===== src/rtl/tp_b_row_streamer.sv =====
// Reads transposed matrix B word by word from the B-buffer read port and emits
// each assembled B row as one packed beat on a valid/ready stream.
module tp_b_row_streamer #(
  parameter int unsigned NRows  = 8,
  parameter int unsigned NCols  = 8,
  parameter int unsigned Data_W = 32
) (
  input  logic                    clk,
  input  logic                    rst_n,
  input  logic                    start,
  output logic                    busy,
  output logic                    done,
  output logic                    b_re,
  output logic [31:0]             b_row,
  output logic [31:0]             b_col,
  input  logic [Data_W-1:0]       b_rdata,
  input  logic                    b_rvalid,
  output logic                    out_valid,
  input  logic                    out_ready,
  output logic [NRows*Data_W-1:0] out_data,
  output logic [31:0]             out_row,
  output logic                    out_last
);

  localparam int unsigned CntW  = 32;
  localparam int unsigned LaneW = (NRows > 1) ? $clog2(NRows) : 1;
  localparam logic [CntW-1:0] ColMax = CntW'(NRows - 1);
  localparam logic [CntW-1:0] RowMax = CntW'(NCols - 1);

  typedef enum logic [2:0] {
    S_IDLE,
    S_ISSUE,
    S_WAIT,
    S_OUT,
    S_DONE
  } state_t;

  state_t                        state, state_n;
  logic [CntW-1:0]               row_cnt, row_n;
  logic [CntW-1:0]               col_cnt, col_n;
  logic                          busy_n, done_n, b_re_n, out_valid_n, out_last_n;
  logic [CntW-1:0]               b_row_n, b_col_n, out_row_n;
  logic                          lane_we;
  logic [NRows-1:0][Data_W-1:0]  row_buf;
  logic [LaneW-1:0]              lane;

  assign lane     = col_cnt[LaneW-1:0];
  assign out_data = row_buf;

  // State, counters and all registered outputs
  always_ff @(posedge clk or negedge rst_n) begin
    if (!rst_n) begin
      state     <= S_IDLE;
      row_cnt   <= '0;
      col_cnt   <= '0;
      busy      <= 1'b0;
      done      <= 1'b0;
      b_re      <= 1'b0;
      b_row     <= '0;
      b_col     <= '0;
      out_valid <= 1'b0;
      out_row   <= '0;
      out_last  <= 1'b0;
    end else begin
      state     <= state_n;
      row_cnt   <= row_n;
      col_cnt   <= col_n;
      busy      <= busy_n;
      done      <= done_n;
      b_re      <= b_re_n;
      b_row     <= b_row_n;
      b_col     <= b_col_n;
      out_valid <= out_valid_n;
      out_row   <= out_row_n;
      out_last  <= out_last_n;
    end
  end

  // Row assembly register; it doubles as the held output beat while in OUT
  always_ff @(posedge clk or negedge rst_n) begin
    if (!rst_n) begin
      row_buf <= '0;
    end else if (lane_we) begin
      row_buf[lane] <= b_rdata;
    end
  end

  // Next-state and next-output logic; outputs are computed one cycle ahead
  always_comb begin
    state_n     = state;
    row_n       = row_cnt;
    col_n       = col_cnt;
    busy_n      = busy;
    done_n      = 1'b0;
    b_re_n      = 1'b0;
    b_row_n     = b_row;
    b_col_n     = b_col;
    out_valid_n = 1'b0;
    out_row_n   = out_row;
    out_last_n  = out_last;
    lane_we     = 1'b0;
    case (state)
      S_IDLE: begin
        busy_n = 1'b0;
        if (start) begin
          row_n   = '0;
          col_n   = '0;
          busy_n  = 1'b1;
          b_re_n  = 1'b1;
          b_row_n = '0;
          b_col_n = '0;
          state_n = S_ISSUE;
        end
      end
      S_ISSUE: begin
        state_n = S_WAIT;
      end
      S_WAIT: begin
        if (b_rvalid) begin
          lane_we = 1'b1;
          if (col_cnt < ColMax) begin
            col_n   = col_cnt + CntW'(1);
            b_re_n  = 1'b1;
            b_row_n = row_cnt;
            b_col_n = col_cnt + CntW'(1);
            state_n = S_ISSUE;
          end else begin
            out_valid_n = 1'b1;
            out_row_n   = row_cnt;
            out_last_n  = (row_cnt == RowMax);
            state_n     = S_OUT;
          end
        end
      end
      S_OUT: begin
        out_valid_n = 1'b1;
        if (out_ready) begin
          out_valid_n = 1'b0;
          out_last_n  = 1'b0;
          if (row_cnt < RowMax) begin
            row_n   = row_cnt + CntW'(1);
            col_n   = '0;
            b_re_n  = 1'b1;
            b_row_n = row_cnt + CntW'(1);
            b_col_n = '0;
            state_n = S_ISSUE;
          end else begin
            busy_n  = 1'b0;
            done_n  = 1'b1;
            state_n = S_DONE;
          end
        end
      end
      S_DONE: begin
        busy_n  = 1'b0;
        state_n = S_IDLE;
      end
      default: state_n = S_IDLE;
    endcase
  end

endmodule


===== config.mk =====
export PLATFORM = sky130hd
export DESIGN_NAME = tp_b_row_streamer
export DESIGN_NICKNAME = d
export VERILOG_FILES = /design/src/rtl/tp_b_row_streamer.sv
export SDC_FILE = /design/constraint.sdc
export NUM_CORES = 1
export LEC_CHECK = 0
export CORE_MARGIN = 3
export CORE_UTILIZATION = 53
export DETAILED_ROUTE_END_ITERATION = 10
export GPL_ROUTABILITY_DRIVEN = 0
export PLACE_DENSITY = 0.95
export REMOVE_ABC_BUFFERS = 1
export SLEW_MARGIN = 20
export SYNTH_ARGS = -nofsm -noshare
export SYNTH_HDL_FRONTEND = slang
export SYNTH_SLANG_ARGS = --single-unit

===== constraint.sdc =====
create_clock -name clk -period 3.7 [get_ports clk]
set_input_delay 0.37 -clock clk [delete_from_list [all_inputs] [get_ports clk]]
set_output_delay 0.37 -clock clk [all_outputs]
set_load 0.05 [all_outputs]

==> impl_metrics.toml, run 1 <==
[status]
outcome = "finished clean"

[setup_path]
cpMaxStageDelayCell = "nor4_1"
cp_data_arrival_time_ps = 3170
cp_cell_sequence = "nor4_1, nand4_1, nor3_2, buf_4, nor3_2, inv_1, buf_4, mux2_2"
critPathMaxFanout = 19
critical_path_class = "reg -> reg"
worstPathRequired_ps = 4090
r2r-end = "b_row[16]"
worstRegToRegCells = 8
endpoint_kind = "flip-flop"
max_stage_delay_ps = 500
worstSetupStartpointType = "flip-flop"
r2r-start = "row_cnt[3]"
r2r_setup_slack_ps = 920

[job]
maxCapViolCount = 0

[power]
power.total_mw = 15.68
max-vdd-ir-drop_uv = 408.7
comb_power_share_pct = 39.2
switching_power_mw = 6.167
power.share.sequential_pct = 35.4
internal-power_mw = 9.516
clockPowerShare_pct = 25.4
switching_share_pct = 39.32
leakagePower_nw = 9.696
p_per_area_nw_per_um2 = 741.9

[place]
place_area_sq_um = 19830
post-place-cells = 1784
dpl.hpwl_um = 30280
pre_cts_ws_ps = 801.4
port_buffers = 393

[global_routing]
antenna_found_initial = 0
grt_overflow_total = 0
grt_pass1_vias = 11073
grt_usage_pct = 27.90
grt_pass1_wl_um = 67290
grt_max_degree = 109

[timing]
max_freq_ghz = 0.3595
finalCritPeriodShare_pct = 75.18
skew_ps = 11.40
slew-limit-headroom_pct = 41.10
tightest_slew_ps = 880.4
whs_ps = 438.4
setup_tns_ps = 0
timing.final.ws_setup_ps = 918.3
hold_viol = 0
drv_slew = 0
min_period_ps = 2782
rsz0062_at_grt = "no"
setup_viol = 0

[floorplan]
die_w_um = 177.0
core_area_sq_um = 28320
die_h_um = 177.0
rows = 61
io_pins = 394
dieArea_sq_um = 31330
initial_core_util_pct = 54.73

[layout]
fillers = 1634
final_cell_mix = "392 x dfrtp_1, 392 x clkdlybuf4s50_1, 302 x mux2_2"
antenna_cells = 0
multi_input_area_sq_um = 5349
drive_above_1_share_pct = 28.89
nets = 1488
syn2layout_area_growth_pct = 36.41
ff_latch_area_sq_um = 9809
final_cell_area_sq_um = 21140
fin_util_pct = 74.65
final_cells = 1856

[synthesis]
ys_types = 60
synth_ff_type = "dfrtp_1"
avgSynthCellArea_sq_um = 14.77
syn_area_sq_um = 15500
async_flop_share_pct = 100.0
ys_ff_latch = 392
synth-edff-count = 0
ys_warn_count = 0
synth_cells = 1049
ys_seq_area_share_pct = 63.30

[clock_tree]
clock_sinks = 392
cts-root-buf = "clkbuf_16"
cts_resized = 0
tritoncts = "done"
path_clk_slew_ps = 60
clkLatencyLatePin_ps = 520
cts-buffers-inserted = 40
cts_setup_buffers = 0
cts_max_level = 2
cts_hold_buf = 1
clock_path_buffers = 3

[detailed_routing]
route.detailed.drc = 0
ant_nets = 0
vias_per_cell = 5.703
drt_first_pass_iters = 6
wirelength_um = 44490
drtIter0Drc = 885
wire_per_inst_um = 23.97
vias = 10584

[min_path]
hold_path.class = "in -> async"
synth_stat cells (3+ instances only):
master / number / area share [%]
xor2_1: 13 / 0.73
o21ai_0: 11 / 0.36
xnor2_1: 13 / 0.73
buf_1: 6 / 0.15
clkbuf_8: 6 / 0.53
a21oi_1: 6 / 0.19
nor4_2: 5 / 0.40
o31ai_1: 10 / 0.48
or4_1: 3 / 0.15
mux2_2: 302 / 22
nand3_1: 14 / 0.45
a22o_1: 3 / 0.17
dfrtp_1: 392 / 63
clkbuf_1: 28 / 0.68
nand4_1: 10 / 0.40
inv_1: 9 / 0.22
nand3b_1: 3 / 0.15
nor4_1: 17 / 0.69
or4b_2: 6 / 0.39
nor2b_1: 5 / 0.20
and2_1: 48 / 1.9
buf_2: 15 / 0.48
nor2_1: 24 / 0.58
buf_6: 3 / 0.22
nor3_1: 20 / 0.65
nor4b_1: 9 / 0.51
nand2_1: 20 / 0.48
a31o_2: 7 / 0.40
worst max path at each step:
stage                    start       endpoint  slack (ps)  cells past startpoint
floorplan             state[0]     row_cnt[0]        -850                      3
global placement      b_rvalid  out_data[130]         840                      7
detailed placement    b_rvalid   out_data[70]         800                      6
CTS                 row_cnt[3]      b_row[16]         960                      8
global route        row_cnt[3]      b_row[16]         770                      8
finish              row_cnt[3]      b_row[16]         920                      8
worst max-delay path: cells and delay by family, from the launching register on:
kind,cells,cell delay [ps]
flops,1,490
buf+inv,3,620
mux,1,390
simple gates,4,1160
cell type report:
| class | count | area share [%] |
|---|---|---|
| Inverter | 9 | 0.1598 |
| Tap cell | 378 | 2.237 |
| Sequential cell | 392 | 46.41 |
| Timing Repair Buffer | 419 | 19.75 |
| Clock inverter | 10 | 0.5091 |
| Clock buffer | 61 | 5.635 |
| Multi-Input combinational cell | 587 | 25.30 |
power groups by stage:
| stage | clock network [mW] | registers, mW | logic (mW) |
|---|---|---|---|
| 2_1_floorplan | 0 | 8.16 | 1.17 |
| 3_3_place_gp | 0 | 5.54 | 6.00 |
| 3_5_place_dp | 0 | 5.61 | 6.13 |
| 4_1_cts | 4.03 | 5.56 | 6.17 |
| 5_1_grt | 4.22 | 5.64 | 6.33 |
| 6_report | 3.98 | 5.56 | 6.15 |
sequential cells by signal, summed over array words and instances (netlist names), 3 cells and up:
signal and cells:
out_row 32, state 3, b_row 32, out_data 256, row_cnt 32, col_cnt 32
kinds of logic (layout without fill, tap and decap cells):
group	after synthesis	count (layout)	share of synthesized area, %
flops	392	392	63.30
mux	305	305	22.15
simple gates	206	206	8.317
buf+inv	70	499	2.471
compound gates	48	48	2.132
xor+xnor	26	26	1.470
fa+ha+maj	2	2	0.1615
metal layers:
metal / share of wire [%] / global-route usage (%)
met1: 36 / 33.04
met2: 52 / 49.04
met3: 8.4 / 6.521
met4: 3.6 / 11.52
met5: 0 / 0
(Power assumes the default switching activity.)
==> run 2, diff against run 1 <==
- CORE_UTILIZATION: 53 -> 44
- PLACE_DENSITY: 0.95 -> 0.87
- clock period: 3.7 -> 2.47 ns (I/O delays scaled with it)
==> run 2 against run 1 <==
Net effect:
- die area increased by 20%
- via count increased by 0.73%
- first-iteration DRC count decreased by 22%
- sequential share of layout area decreased by 1.2 points
- combinational power increased by 53%
- core utilization decreased by 12 points
- count of clock-buffer cells in the layout increased by 2
- routed wire length increased by 0.37%
- critical endpoint is now b_row[11]
==> impl_metrics.toml, run 2 (synthesized netlist as in run 1, its figures left out) <==
[setup_path]
worstPathRequired_ps = 2870
cp_data_arrival_time_ps = 2740
critical_path_class = "reg -> reg"
worstSetupStartpointType = "flip-flop"
critPathMaxFanout = 29
endpoint_kind = "flip-flop"

[clock_tree]
tritoncts = "done"
clkLatencyLatePin_ps = 530
clock_path_buffers = 3
clock_sinks = 392
cts_max_level = 2
cts-root-buf = "clkbuf_16"
path_clk_slew_ps = 60
cts_resized = 0
cts-buffers-inserted = 40

[floorplan]
rows = 68
io_pins = 394
initial_core_util_pct = 44.75
die_w_um = 193.7
die_h_um = 193.7
core_area_sq_um = 34630
dieArea_sq_um = 37510

[detailed_routing]
drt_first_pass_iters = 5
vias = 10661
wire_per_inst_um = 22.61
drtIter0Drc = 688
vias_per_cell = 5.398
route.detailed.drc = 0
ant_nets = 0
wirelength_um = 44650

[timing]
drv_slew = 0
tightest_slew_ps = 682.0
skew_ps = 22.95
hold_viol = 0
max_freq_ghz = 0.4284
timing.final.ws_setup_ps = 135.6
setup_tns_ps = 0
setup_viol = 0
slew-limit-headroom_pct = 54.49
finalCritPeriodShare_pct = 94.51
rsz0062_at_grt = "no"
min_period_ps = 2334

[global_routing]
grt_pass1_vias = 11327
grt_pass1_wl_um = 69250
grt_usage_pct = 23.42
grt_max_degree = 73
grt_overflow_total = 0
antenna_found_initial = 0

[layout]
fillers = 2483
syn2layout_area_growth_pct = 40.10
antenna_cells = 0
multi_input_area_sq_um = 5356
final_cells = 1975
largest_reg_flops = 256
fin_util_pct = 62.69
nets = 1529
final_cell_mix = "392 x dfrtp_1, 392 x clkdlybuf4s50_1, 302 x mux2_2"
ff_latch_area_sq_um = 9809
drive_above_1_share_pct = 30.72

[place]
dpl.hpwl_um = 30470
port_buffers = 393
pre_cts_ws_ps = -11.36
post-place-cells = 1902

[power]
max-vdd-ir-drop_uv = 932.4
power.total_mw = 23.68
p_per_area_nw_per_um2 = 1091
leakagePower_nw = 9.954

[status]
outcome = "finished clean"

[job]
maxCapViolCount = 0

[min_path]
hold_path.class = "in -> async"
==> run 2: changes by cell type in the layout (fill, tap and decap cells not counted), moves of 2 or more <==
cell | previous run | this run
buf_4 | 22 | 50
buf_12 | 3 | 16
clkbuf_1 | 11 | 13
inv_6 | 2 | 0
==> run 2: metrics by stage <==
stage	area (sq um)	hold WS, ps
after global placement	20400	274.7
after detailed placement	20400	283.3
after global routing	21710	326.9
after CTS	21710	300.5
after floorplan	15150	-48.59
final	21710	293.2
==> run 2: area by class of cell <==
cell class / instances / area share (%)
flip-flops and latches: 392 / 45.18
multi-input cells: 587 / 24.67
clock inverters: 9 / 0.4495
clock buffers: 63 / 5.521
well taps: 455 / 2.622
repair buffers: 460 / 21.39
inverters: 9 / 0.1556
==> run 2: worst paths after layout <==
check	slack, ps	from	cells past startpoint	end
max	140	row_cnt[6]	7	b_row[11]
min	290	rst_n	2	out_row[7]
max reg2reg	140	row_cnt[6]	7	b_row[11]
min reg2reg	500	out_row[22]	2	out_row[22]
max in group asynchronous	1320	rst_n	3	out_data[130]
min in group clk	450	out_ready	2	out_valid
==> run 2: critical path, cell delays in order (launching register included) <==
cell	delay, ps
dfrtp_1	480
nor4_1	370
nand4_1	270
nor3_2	300
nor3_2	90
inv_1	110
buf_12	190
mux2_2	360
==> run 2: repair_timing <==
| action | CTS | global route |
|---|---|---|
| setup buffers | 0 | 0 |
| hold buffers | 1 | 0 |
| hold endpoints to repair | 60 | 0 |
==> run 2: power breakdown <==
part / internal, mW / switching (mW)
Sequential: 7.58 / 0.707
Clock: 3.54 / 2.43
Combinational: 3.29 / 6.14
==> run 2: metal layers <==
layer	vias up	GRT usage, %	part of all wire [%]
li1	4621	-	-
met1	5461	29.26	38
met2	496	42.07	51
met3	83	4.448	7.6
met4	0	6.001	2.5
met5	-	0	0
